==> src/rtl/spi_xfer_queue_if.sv <==
// spi_xfer_queue_if: host-side and SPI-master-side signal bundle.
// slave = queue side (the block itself), master = host + SPI master side.
interface spi_xfer_queue_if #(
   parameter int DATA_WIDTH = 8
);
   logic                  WrEn;
   logic [DATA_WIDTH-1:0] WrData;
   logic                  TxFull;
   logic                  RdEn;
   logic [DATA_WIDTH-1:0] RdData;
   logic                  RxEmpty;
   logic                  Busy;
   logic                  TxOvf;
   logic                  RxOvf;
   logic                  Timeout;
   logic                  ClrErr;
   logic                  MStart;
   logic [DATA_WIDTH-1:0] MTxData;
   logic                  MDone;
   logic [DATA_WIDTH-1:0] MRxData;

   modport slave (
      input  WrEn, WrData, RdEn, ClrErr, MDone, MRxData,
      output TxFull, RdData, RxEmpty, Busy, TxOvf, RxOvf,
      output Timeout, MStart, MTxData
   );

   modport master (
      output WrEn, WrData, RdEn, ClrErr, MDone, MRxData,
      input  TxFull, RdData, RxEmpty, Busy, TxOvf, RxOvf,
      input  Timeout, MStart, MTxData
   );
endinterface

==> src/rtl/spi_xfer_queue.sv <==
// spi_xfer_queue: TX FIFO -> one SPI master transfer per byte -> RX FIFO.
// Ports: Clk, Reset_n (async, low), bus (spi_xfer_queue_if.slave):
//   host WrEn/WrData/TxFull, RdEn/RdData/RxEmpty, Busy, sticky
//   TxOvf/RxOvf/Timeout + ClrErr; master MStart/MTxData/MDone/MRxData.
// Optional watchdog: define SPI_XFER_TIMEOUT_EN.
module spi_xfer_queue #(
   parameter int DATA_WIDTH     = 8,
   parameter int FIFO_AW        = 2,
   parameter int GAP_CYCLES     = 2,
   parameter int TIMEOUT_CYCLES = 1024
) (
   input logic             Clk,
   input logic             Reset_n,
   spi_xfer_queue_if.slave bus
);
   localparam int DEPTH = 1 << FIFO_AW;
   localparam int GW = (GAP_CYCLES > 1) ? $clog2(GAP_CYCLES) : 1;
   localparam logic [GW-1:0] GAP_LAST =
      GW'((GAP_CYCLES > 0) ? GAP_CYCLES - 1 : 0);

   typedef enum logic [2:0] {
      IDLE, LOAD, WAIT_ACK, WAIT_DONE, GAP
   } state_t;

   localparam state_t POST = (GAP_CYCLES == 0) ? IDLE : GAP;

   state_t state_q, state_n;

   logic [DATA_WIDTH-1:0] tx_mem [DEPTH];
   logic [DATA_WIDTH-1:0] rx_mem [DEPTH];
   logic [FIFO_AW:0]      tx_wp, tx_rp, rx_wp, rx_rp;
   logic [FIFO_AW:0]      rx_wp_nx, rx_rp_nx;
   logic                  tx_empty, tx_full, rx_empty, rx_full;
   logic                  tx_push, tx_pop, rx_push, rx_pop;
   logic                  push_n, to_set, wd_fire;
   logic                  rx_push_q;
   logic [DATA_WIDTH-1:0] rx_word_q, rd_q, rd_nx, mtx_q;
   logic                  mstart_q, tx_ovf_q, rx_ovf_q, to_q;
   logic [GW-1:0]         gap_q;

   assign tx_empty = (tx_wp == tx_rp);
   assign tx_full  = (tx_wp[FIFO_AW] != tx_rp[FIFO_AW]) &&
                     (tx_wp[FIFO_AW-1:0] == tx_rp[FIFO_AW-1:0]);
   assign rx_empty = (rx_wp == rx_rp);
   assign rx_full  = (rx_wp[FIFO_AW] != rx_rp[FIFO_AW]) &&
                     (rx_wp[FIFO_AW-1:0] == rx_rp[FIFO_AW-1:0]);

   // A pop in the same cycle frees the slot, so a push on full is taken.
   assign tx_push = bus.WrEn && (!tx_full || tx_pop);
   assign rx_pop  = bus.RdEn && !rx_empty;
   assign rx_push = rx_push_q && (!rx_full || rx_pop);

`ifdef SPI_XFER_TIMEOUT_EN
   localparam int WW = $clog2(TIMEOUT_CYCLES + 1);
   localparam logic [WW-1:0] WD_LAST = WW'(TIMEOUT_CYCLES - 1);
   logic [WW-1:0] wd_q;

   assign wd_fire = (wd_q == WD_LAST);

   always_ff @(posedge Clk or negedge Reset_n) begin
      if (!Reset_n) begin
         wd_q <= '0;
      end else if (state_n == LOAD) begin
         wd_q <= '0;
      end else if (state_q == WAIT_ACK || state_q == WAIT_DONE) begin
         wd_q <= wd_q + 1'b1;
      end
   end
`else
   logic unused_cfg;
   assign unused_cfg = (TIMEOUT_CYCLES == 0);
   assign wd_fire    = 1'b0;
`endif

   always_comb begin
      state_n = state_q;
      tx_pop  = 1'b0;
      push_n  = 1'b0;
      to_set  = 1'b0;
      unique case (state_q)
         IDLE: begin
            if (!tx_empty) begin
               state_n = LOAD;
               tx_pop  = 1'b1;
            end
         end
         LOAD: state_n = WAIT_ACK;
         WAIT_ACK: begin
            if (!bus.MDone) begin
               state_n = WAIT_DONE;
            end else if (wd_fire) begin
               to_set  = 1'b1;
               state_n = POST;
            end
         end
         WAIT_DONE: begin
            if (bus.MDone) begin
               push_n  = 1'b1;
               state_n = POST;
            end else if (wd_fire) begin
               to_set  = 1'b1;
               state_n = POST;
            end
         end
         GAP: begin
            if (gap_q == GAP_LAST) state_n = IDLE;
         end
         default: state_n = IDLE;
      endcase
   end

   // RdData is a register tracking the RX head after this edge's
   // push/pop; it holds its value whenever the FIFO goes empty.
   always_comb begin
      rx_rp_nx = rx_rp + (FIFO_AW + 1)'(rx_pop);
      rx_wp_nx = rx_wp + (FIFO_AW + 1)'(rx_push);
      rd_nx    = rd_q;
      if (rx_rp_nx != rx_wp_nx) begin
         if (rx_push &&
             rx_rp_nx[FIFO_AW-1:0] == rx_wp[FIFO_AW-1:0])
            rd_nx = rx_word_q;
         else
            rd_nx = rx_mem[rx_rp_nx[FIFO_AW-1:0]];
      end
   end

   always_ff @(posedge Clk) begin
      if (tx_push) tx_mem[tx_wp[FIFO_AW-1:0]] <= bus.WrData;
      if (rx_push) rx_mem[rx_wp[FIFO_AW-1:0]] <= rx_word_q;
   end

   always_ff @(posedge Clk or negedge Reset_n) begin
      if (!Reset_n) begin
         state_q   <= IDLE;
         tx_wp     <= '0;
         tx_rp     <= '0;
         rx_wp     <= '0;
         rx_rp     <= '0;
         rx_push_q <= 1'b0;
         rx_word_q <= '0;
         rd_q      <= '0;
         mtx_q     <= '0;
         mstart_q  <= 1'b0;
         gap_q     <= '0;
         tx_ovf_q  <= 1'b0;
         rx_ovf_q  <= 1'b0;
         to_q      <= 1'b0;
      end else begin
         state_q  <= state_n;
         tx_wp    <= tx_wp + (FIFO_AW + 1)'(tx_push);
         tx_rp    <= tx_rp + (FIFO_AW + 1)'(tx_pop);
         rx_wp    <= rx_wp_nx;
         rx_rp    <= rx_rp_nx;
         rd_q     <= rd_nx;
         mstart_q <= (state_n == LOAD);
         if (tx_pop) mtx_q <= tx_mem[tx_rp[FIFO_AW-1:0]];
         // Received word lands in the RX FIFO one edge after Done.
         rx_push_q <= push_n;
         if (push_n) rx_word_q <= bus.MRxData;
         gap_q    <= (state_q == GAP) ? gap_q + 1'b1 : '0;
         tx_ovf_q <= (bus.WrEn && tx_full && !tx_pop) ||
                     (tx_ovf_q && !bus.ClrErr);
         rx_ovf_q <= (rx_push_q && rx_full && !rx_pop) ||
                     (rx_ovf_q && !bus.ClrErr);
         to_q     <= to_set || (to_q && !bus.ClrErr);
      end
   end

   assign bus.TxFull  = tx_full;
   assign bus.RdData  = rd_q;
   assign bus.RxEmpty = rx_empty;
   assign bus.Busy    = !tx_empty || (state_q != IDLE);
   assign bus.TxOvf   = tx_ovf_q;
   assign bus.RxOvf   = rx_ovf_q;
   assign bus.Timeout = to_q;
   assign bus.MStart  = mstart_q;
   assign bus.MTxData = mtx_q;
endmodule

==> src/flat_wrapper.sv <==
// flat-port wrapper written by rule: the top's interface ports become plain ports
module spi_xfer_queue_flat 
#(
   parameter int DATA_WIDTH     = 8,
   parameter int FIFO_AW        = 2,
   parameter int GAP_CYCLES     = 2,
   parameter int TIMEOUT_CYCLES = 1024
)
  (Clk, Reset_n, bus_WrEn, bus_WrData, bus_RdEn, bus_ClrErr, bus_MDone, bus_MRxData, bus_TxFull, bus_RdData, bus_RxEmpty, bus_Busy, bus_TxOvf, bus_RxOvf, bus_Timeout, bus_MStart, bus_MTxData);
  spi_xfer_queue_if #(.DATA_WIDTH(DATA_WIDTH)) bus_i ();
  input logic Clk;
  input logic Reset_n;
  input wire logic [$bits(bus_i.WrEn)-1:0] bus_WrEn;
  input wire logic [$bits(bus_i.WrData)-1:0] bus_WrData;
  input wire logic [$bits(bus_i.RdEn)-1:0] bus_RdEn;
  input wire logic [$bits(bus_i.ClrErr)-1:0] bus_ClrErr;
  input wire logic [$bits(bus_i.MDone)-1:0] bus_MDone;
  input wire logic [$bits(bus_i.MRxData)-1:0] bus_MRxData;
  output wire logic [$bits(bus_i.TxFull)-1:0] bus_TxFull;
  output wire logic [$bits(bus_i.RdData)-1:0] bus_RdData;
  output wire logic [$bits(bus_i.RxEmpty)-1:0] bus_RxEmpty;
  output wire logic [$bits(bus_i.Busy)-1:0] bus_Busy;
  output wire logic [$bits(bus_i.TxOvf)-1:0] bus_TxOvf;
  output wire logic [$bits(bus_i.RxOvf)-1:0] bus_RxOvf;
  output wire logic [$bits(bus_i.Timeout)-1:0] bus_Timeout;
  output wire logic [$bits(bus_i.MStart)-1:0] bus_MStart;
  output wire logic [$bits(bus_i.MTxData)-1:0] bus_MTxData;
  assign bus_i.WrEn = bus_WrEn;
  assign bus_i.WrData = bus_WrData;
  assign bus_i.RdEn = bus_RdEn;
  assign bus_i.ClrErr = bus_ClrErr;
  assign bus_i.MDone = bus_MDone;
  assign bus_i.MRxData = bus_MRxData;
  assign bus_TxFull = bus_i.TxFull;
  assign bus_RdData = bus_i.RdData;
  assign bus_RxEmpty = bus_i.RxEmpty;
  assign bus_Busy = bus_i.Busy;
  assign bus_TxOvf = bus_i.TxOvf;
  assign bus_RxOvf = bus_i.RxOvf;
  assign bus_Timeout = bus_i.Timeout;
  assign bus_MStart = bus_i.MStart;
  assign bus_MTxData = bus_i.MTxData;
  spi_xfer_queue #(.DATA_WIDTH(DATA_WIDTH), .FIFO_AW(FIFO_AW), .GAP_CYCLES(GAP_CYCLES), .TIMEOUT_CYCLES(TIMEOUT_CYCLES)) u_core (.Clk(Clk), .Reset_n(Reset_n), .bus(bus_i));
endmodule
==> config.mk <==
export PLATFORM = sky130hd
export DESIGN_NAME = spi_xfer_queue_flat
export DESIGN_NICKNAME = d
export VERILOG_FILES = /design/src/rtl/spi_xfer_queue_if.sv /design/src/rtl/spi_xfer_queue.sv /design/src/flat_wrapper.sv
export SDC_FILE = /design/constraint.sdc
export NUM_CORES = 1
export LEC_CHECK = 0
export ABC_CLOCK_PERIOD_IN_PS = 5400
export CORE_MARGIN = 1.5
export CORE_UTILIZATION = 60
export CTS_CLUSTER_SIZE = 24
export DETAILED_ROUTE_END_ITERATION = 16
export PLACE_DENSITY = 0.84
export RECOVER_POWER = 100
export SLEW_MARGIN = 20
export SYNTH_ARGS = -nofsm -noshare
export SYNTH_HDL_FRONTEND = slang
export SYNTH_SLANG_ARGS = --single-unit
==> constraint.sdc <==
create_clock -name Clk -period 5.4 [get_ports Clk]
set_clock_uncertainty 0.2 [all_clocks]
set_input_delay 0.54 -clock Clk [delete_from_list [all_inputs] [get_ports Clk]]
set_output_delay 0.54 -clock Clk [all_outputs]
set_load 0.01 [all_outputs]
==> flow_summary.yaml, run 1 <==
run_status:
  outcome: "complete, but fails checks"
  failed_checks: "max-capacitance violations, max-slew violations"
final_layout:
  sequential_cell_area_sq_mm: 0.00305
  num-fill-cells: 425
  post_route_cells_drive_above_1_share: 0.131
  design.final.nets: 346
  total_area_of_multi_input_combinational_cells_sq_mm: 0.00117
  layout-area-overhead-vs-synth_pct: 15.9
  n_antenna_cell: 0
cts:
  cts_tree: "done"
  clk_path_buf_depth: 2
  path_clk_slew_ns: 0.11
  clk_latency_ns: 0.37
  postCtsSetupRepairBufs: 0
  post_cts_hold_buffer_count: 0
  cts.htree.levels: 3
  quantity_of_gates_resized_following_cts: 0
  clockRootBuffer: "clkbuf_8"
  cts_buffers: 9
  clock_sinks: 109
floorplanning:
  core_region_area_sq_mm: 0.00691
  die_height_um: 88.0
  placementRows: 30
  initial_utilization: 0.628
  design.die.area_sq_mm: 0.00775
  io_pins: 45
  die_boundary_width_um: 88.0
global_routing:
  grt_pass1_vias: 2506
  grt_first_pass_wirelength_mm: 12.4
  antenna_found_initial: 0
  largest_net_degree_at_the_start_of_global_routing: 46
  gr-usage-all-layers: 0.224
  grt-ovfl-total: 0
worst_setup_path:
  worstPathRequired_ns: 5.43
  path_class: "reg -> reg"
  slowest_delay_ns: 1.18
  worstPathCellList: "xor2_1, o41ai_1, inv_1, ha_1, ha_1, xnor2_1, xnor2_1, or2_1, a31oi_1"
  cpMaxStageDelayCell: "o41ai_1"
  start_kind: "flip-flop"
  critical_path.endpoint_type: "flip-flop"
  max_fo_critical_path: 11
  critical_path_buf_inv_count: 1
  cp_data_arrival_time_ns: 4.43
  crit_family: "compound AO/OA/AOI/OAI gates"
min_path:
  holdCritPathClass: "reg -> reg"
detailed_routing:
  dr.first_iter.drc_count: 170
  detail_route.wirelength_mm: 7.56
  routed_via_density: 5.65
  route.vias.total: 2355
  drc: 0
  detail_route.wl_per_cell_um: 18.1
  drt.antenna.violating_nets: 0
  firstDrtPassIters: 4
logic_synthesis:
  synth_fp_nets: 296
  synth_edf_count: 64
  postSynth.topFlopCell: "edfxtp_1"
  synthesized_cell_area_sq_mm: 0.00434
  ys_seq_elements: 109
  synth_commonest_cells: "edfxtp_1 (64), dfrtp_1 (45), nand2_1 (30)"
  synth.area.top_cells: "edfxtp_1 (44%), dfrtp_1 (26%), mux4_2 (8.3%)"
  synth_top_cell_by_area: "edfxtp_1"
  portion_of_the_post_synthesis_area_used_by_sequential_elements: 0.703
  yosysUniqueCellTypes: 37
  async_reset_ff_frac: 0.413
  netlist.area_leader.share: 0.443
  synth_most_common_cell: "edfxtp_1"
  post_synth_inst_count: 266
  yosysWarnings: 0
  syn-mean-instance-area_sq_um: 16.3
sta:
  whs_ns: 0.219
  maxSlewViolCount: 46
  finalSetupViolCount: 0
  hold_violations: 0
  worst_slew_pin_slew_ns: 2.49
  timing.max_slew.rel_slack: -0.660
  period_needed_ns: 4.40
  fin_setup_tns_ns: 0
  maxClockFrequency_mhz: 227
  rsz_0062_raised_after_global_routing: "false"
  final.period_utilization: 0.814
place:
  dpl.hpwl_mm: 5.34
  gpl.final_weighted_congestion: 0.780
  port_buffers: 44
power:
  pwr_density_cell_mw_per_mm2: 598
  p_leak_nw: 1.90
  worst_ir_drop_vdd_v: 0.000321
flow_run:
  cap_violations: 1
## stage by stage
step	worst slack, ns	power [mW]	utilization	cell area, sq um	instances
5_1_grt	0.646	3.20	0.728	5030	417
4_1_cts	1.55	3.11	0.734	5070	416
3_3_place_gp	1.45	2.55	0.704	4860	400
6_report	1.00	3.01	0.728	5030	417
3_5_place_dp	1.25	2.63	0.704	4860	400
2_1_floorplan	2.51	2.23	-	4340	266
## final timing paths
kind	from	endpoint	slack [ns]	cells past startpoint
setup / recovery	u_core.rx_wp[1]	u_core.bus.RdData[4]	1.00	9
hold / removal	u_core.gap_q	u_core.gap_q	0.22	1
setup reg to reg	u_core.rx_wp[1]	u_core.bus.RdData[4]	1.00	9
hold reg to reg	u_core.gap_q	u_core.gap_q	0.22	1
max in group asynchronous	Reset_n	u_core.rx_word_q[4]	2.31	2
min in group asynchronous	Reset_n	u_core.bus.MTxData[6]	1.28	2
## power breakdown
part | total (mW) | internal, mW | switching, mW
registers | 1.37 | 1.17 | 0.199
clock network | 0.484 | 0.185 | 0.299
logic | 1.16 | 0.558 | 0.599
## final cells by class
cell class / instances / area share
Clock buffer: 9 / 0.0246
Clock inverter: 7 / 0.0167
Inverter: 7 / 0.00523
Multi-Input combinational cell: 141 / 0.233
Sequential cell: 109 / 0.606
Tap cell: 96 / 0.0239
Timing Repair Buffer: 48 / 0.0906
## registers in the layout (all words and copies together) (netlist names)
register and flops:
u_core.bus.MStart 1, u_core.bus.TxOvf 1, u_core.tx_mem 32, u_core.bus.RdData 8, u_core.gap_q 1, u_core.tx_rp 3, u_core.bus.MTxData 8, u_core.state_q 3
u_core.tx_wp 3, u_core.rx_mem 32, u_core.rx_push_q 1, u_core.rx_wp 3, u_core.bus.Timeout 1, u_core.rx_rp 3, u_core.bus.RxOvf 1, u_core.rx_word_q 8
## metal layers
metal / share of wire / global-route usage / vias up
met1: 0.41 / 0.276 / 1188
met2: 0.54 / 0.389 / 55
met4: 0.012 / 0.0739 / 0
met3: 0.037 / 0.0575 / 8
li1: - / - / 1104
met5: 0 / 0 / -
## cells in the final DEF, fill, tap and decap left out, drive strengths merged
master,count
nand3,10
nor3,10
clkinv,5
dlygate4sd3,34
inv,9
and3,3
or2,2
mux2,8
nor4b,1
nor3b,3
dfrtp,45
o21ai,11
a31oi,8
clkbuf,13
or3,1
nor4,1
ha,8
nor2,5
clkdlybuf4s50,10
xnor2,9
and2,1
xor2,6
nand2,30
a41oi,1
mux4,16
nor2b,2
o41ai,1
edfxtp,64
and3b,2
o32ai,1
nand4b,1
## kinds of logic (layout without fill, tap and decap cells)
logic type      after synthesis  count (layout)  synth area share
simple gates                 72              72            0.0851
compound gates               22              22            0.0352
xor+xnor                     15              15            0.0320
flops                       109             109             0.703
buf+inv                      16              71            0.0182
mux                          24              24             0.104
fa+ha+maj                     8               8            0.0231
Power figures use the tool's default switching activity.
==> inputs of run 2 (changes only) <==
--- a/config.mk
+++ b/config.mk
@@ -5,12 +5,12 @@
 export SDC_FILE = /design/constraint.sdc
 export NUM_CORES = 1
 export LEC_CHECK = 0
-export ABC_CLOCK_PERIOD_IN_PS = 5400
+export ABC_CLOCK_PERIOD_IN_PS = 3900
 export CORE_MARGIN = 1.5
-export CORE_UTILIZATION = 60
+export CORE_UTILIZATION = 50
 export CTS_CLUSTER_SIZE = 24
 export DETAILED_ROUTE_END_ITERATION = 16
-export PLACE_DENSITY = 0.84
+export PLACE_DENSITY = 0.74
 export RECOVER_POWER = 100
 export SLEW_MARGIN = 20
 export SYNTH_ARGS = -nofsm -noshare
==> constraint.sdc (replaced) <==
create_clock -name Clk -period 3.9 [get_ports Clk]
set_clock_uncertainty 0.2 [all_clocks]
set_input_delay 0.39 -clock Clk [delete_from_list [all_inputs] [get_ports Clk]]
set_output_delay 0.39 -clock Clk [all_outputs]
set_load 0.01 [all_outputs]
==> flow_summary.yaml, run 2 (same netlist as run 1, synthesis figures left out) <==
floorplanning:
  placementRows: 33
  die_boundary_width_um: 96.1
  io_pins: 45
  initial_utilization: 0.523
  design.die.area_sq_mm: 0.00924
  core_region_area_sq_mm: 0.00830
  die_height_um: 96.1
run_status:
  outcome: "complete, but fails checks"
  failed_checks: "max-capacitance violations, max-slew violations"
power:
  pwr_density_cell_mw_per_mm2: 806
  p_int_mw: 2.62
  pwr-share-comb: 0.386
  worst_ir_drop_vdd_v: 0.000348
  power.share.clock: 0.146
  switching_share: 0.351
  report.power.total_mw: 4.04
  p_leak_nw: 1.88
  p_switching_mw: 1.42
  sequentialPowerShare: 0.468
global_routing:
  grt-ovfl-total: 0
  grt_pass1_vias: 2350
  largest_net_degree_at_the_start_of_global_routing: 46
  gr-usage-all-layers: 0.177
  antenna_found_initial: 0
  grt_first_pass_wirelength_mm: 11.7
sta:
  timing.max_slew.rel_slack: -0.640
  final.period_utilization: 0.847
  worst_slew_pin_slew_ns: 2.46
  fin_setup_tns_ns: 0
  hold_violations: 0
  whs_ns: 0.249
  maxClockFrequency_mhz: 303
  rsz_0062_raised_after_global_routing: "false"
  finalSetupViolCount: 0
  maxSlewViolCount: 46
  period_needed_ns: 3.30
flow_run:
  cap_violations: 1
worst_setup_path:
  start_kind: "flip-flop"
  timing.rr.end: "u_core.bus.RdData[3]"
  startpoint: "u_core.rx_wp[1]"
  slowest_delay_ns: 0.53
  cp_data_arrival_time_ns: 3.32
  path_class: "reg -> reg"
  regToRegStartpoint: "u_core.rx_wp[1]"
  r2r_setup_slack_ns: 0.60
  worstPathRequired_ns: 3.92
  worstPathCellList: "xor2_1, o41ai_1, buf_4, inv_1, ha_1, ha_1, xnor2_1, xnor2_1, or2_0, a31oi_1"
  r2r_cells: 10
  critical_path.endpoint_type: "flip-flop"
  cpMaxStageDelayCell: "xnor2_1"
  max_fo_critical_path: 11
cts:
  cts_tree: "done"
  clock_sinks: 109
  post_cts_hold_buffer_count: 0
  postCtsSetupRepairBufs: 0
  cts_buffers: 9
  clockRootBuffer: "clkbuf_8"
  clk_path_buf_depth: 2
  path_clk_slew_ns: 0.10
  clk_latency_ns: 0.36
  quantity_of_gates_resized_following_cts: 0
  cts.htree.levels: 3
final_layout:
  design.final.nets: 348
  n_antenna_cell: 0
  num-fill-cells: 626
  mostFrequentLayoutCells: "edfxtp_1 (64), dfrtp_1 (45), dlygate4sd3_1 (34)"
  layout-area-overhead-vs-synth_pct: 15.5
  final_core_utilization: 0.604
  post_route_cells_drive_above_1_share: 0.127
  most_frequent_standard_cell_in_the_layout_excluding_fill_and_tap_cells: "edfxtp_1"
min_path:
  hold-path-endpoint: "u_core.gap_q"
  holdCritPathClass: "reg -> reg"
  hold_depth: 1
  worstHoldStart: "u_core.gap_q"
place:
  gpl.final_weighted_congestion: 0.809
  port_buffers: 44
  dpl.hpwl_mm: 4.82
detailed_routing:
  drc: 0
  drt.antenna.violating_nets: 0
  detail_route.wirelength_mm: 7.07
  route.vias.total: 2305
  dr.first_iter.drc_count: 129
  firstDrtPassIters: 4
  detail_route.wl_per_cell_um: 16.5
  routed_via_density: 5.39
run 2: metal layers:
layer | wire, um | vias to the layer above | global-route usage | share of wire
met5 | 0 | - | 0 | 0
met4 | 89 | 0 | 0.0600 | 0.013
met3 | 275 | 9 | 0.0561 | 0.039
met2 | 3790 | 41 | 0.308 | 0.54
met1 | 2910 | 1153 | 0.207 | 0.41
li1 | - | 1102 | - | -
run 2: cell type report:
class	instances	area (sq um)	share of cell area
sequential	109	3050	0.608
multi-input combinational	141	1170	0.234
timing repair buffer	50	467	0.0932
tap	105	131	0.0262
clock buffer	10	128	0.0255
clock inverter	6	38.8	0.00774
inverter	7	26.3	0.00524
run 2: worst max-delay path by stage:
stage               cells after the start  slack [ns]              endpoint
finish                                 10        0.60  u_core.bus.RdData[3]
global route                           10        0.23  u_core.bus.RdData[3]
CTS                                    10        0.75  u_core.bus.RdData[3]
detailed placement                     10        0.59  u_core.bus.RdData[3]
global placement                       10        0.69  u_core.bus.RdData[2]
floorplan                              11        1.01  u_core.bus.RdData[1]
run 2: stage by stage:
| stage | instance area (sq um) | instances | worst slack (ns) |
|---|---|---|---|
| final | 5010 | 428 | 0.596 |
| after global routing | 5010 | 428 | 0.233 |
| after CTS | 5060 | 427 | 0.752 |
| after detailed placement | 4890 | 411 | 0.589 |
| after global placement | 4890 | 411 | 0.687 |
| after floorplan | 4340 | 266 | 1.01 |
run 2: worst max-delay path: cells and delay by family (launching register included):
family,cells,cell delay (ns)
XOR/XNOR,3,0.90
AO/OA/AOI/OAI,2,0.51
flip-flops,1,0.48
AND/OR/NAND/NOR,1,0.43
adder cells (fa/ha/maj),2,0.36
buffers and inverters,2,0.29
run 2: power by group through the flow:
stage / clock network, mW / logic [mW] / registers, mW
6_report: 0.590 / 1.56 / 1.89
5_1_grt: 0.654 / 1.76 / 1.95
4_1_cts: 0.614 / 1.69 / 1.91
3_5_place_dp: 0 / 1.68 / 1.93
3_3_place_gp: 0 / 1.65 / 1.91
2_1_floorplan: 0 / 1.23 / 1.86
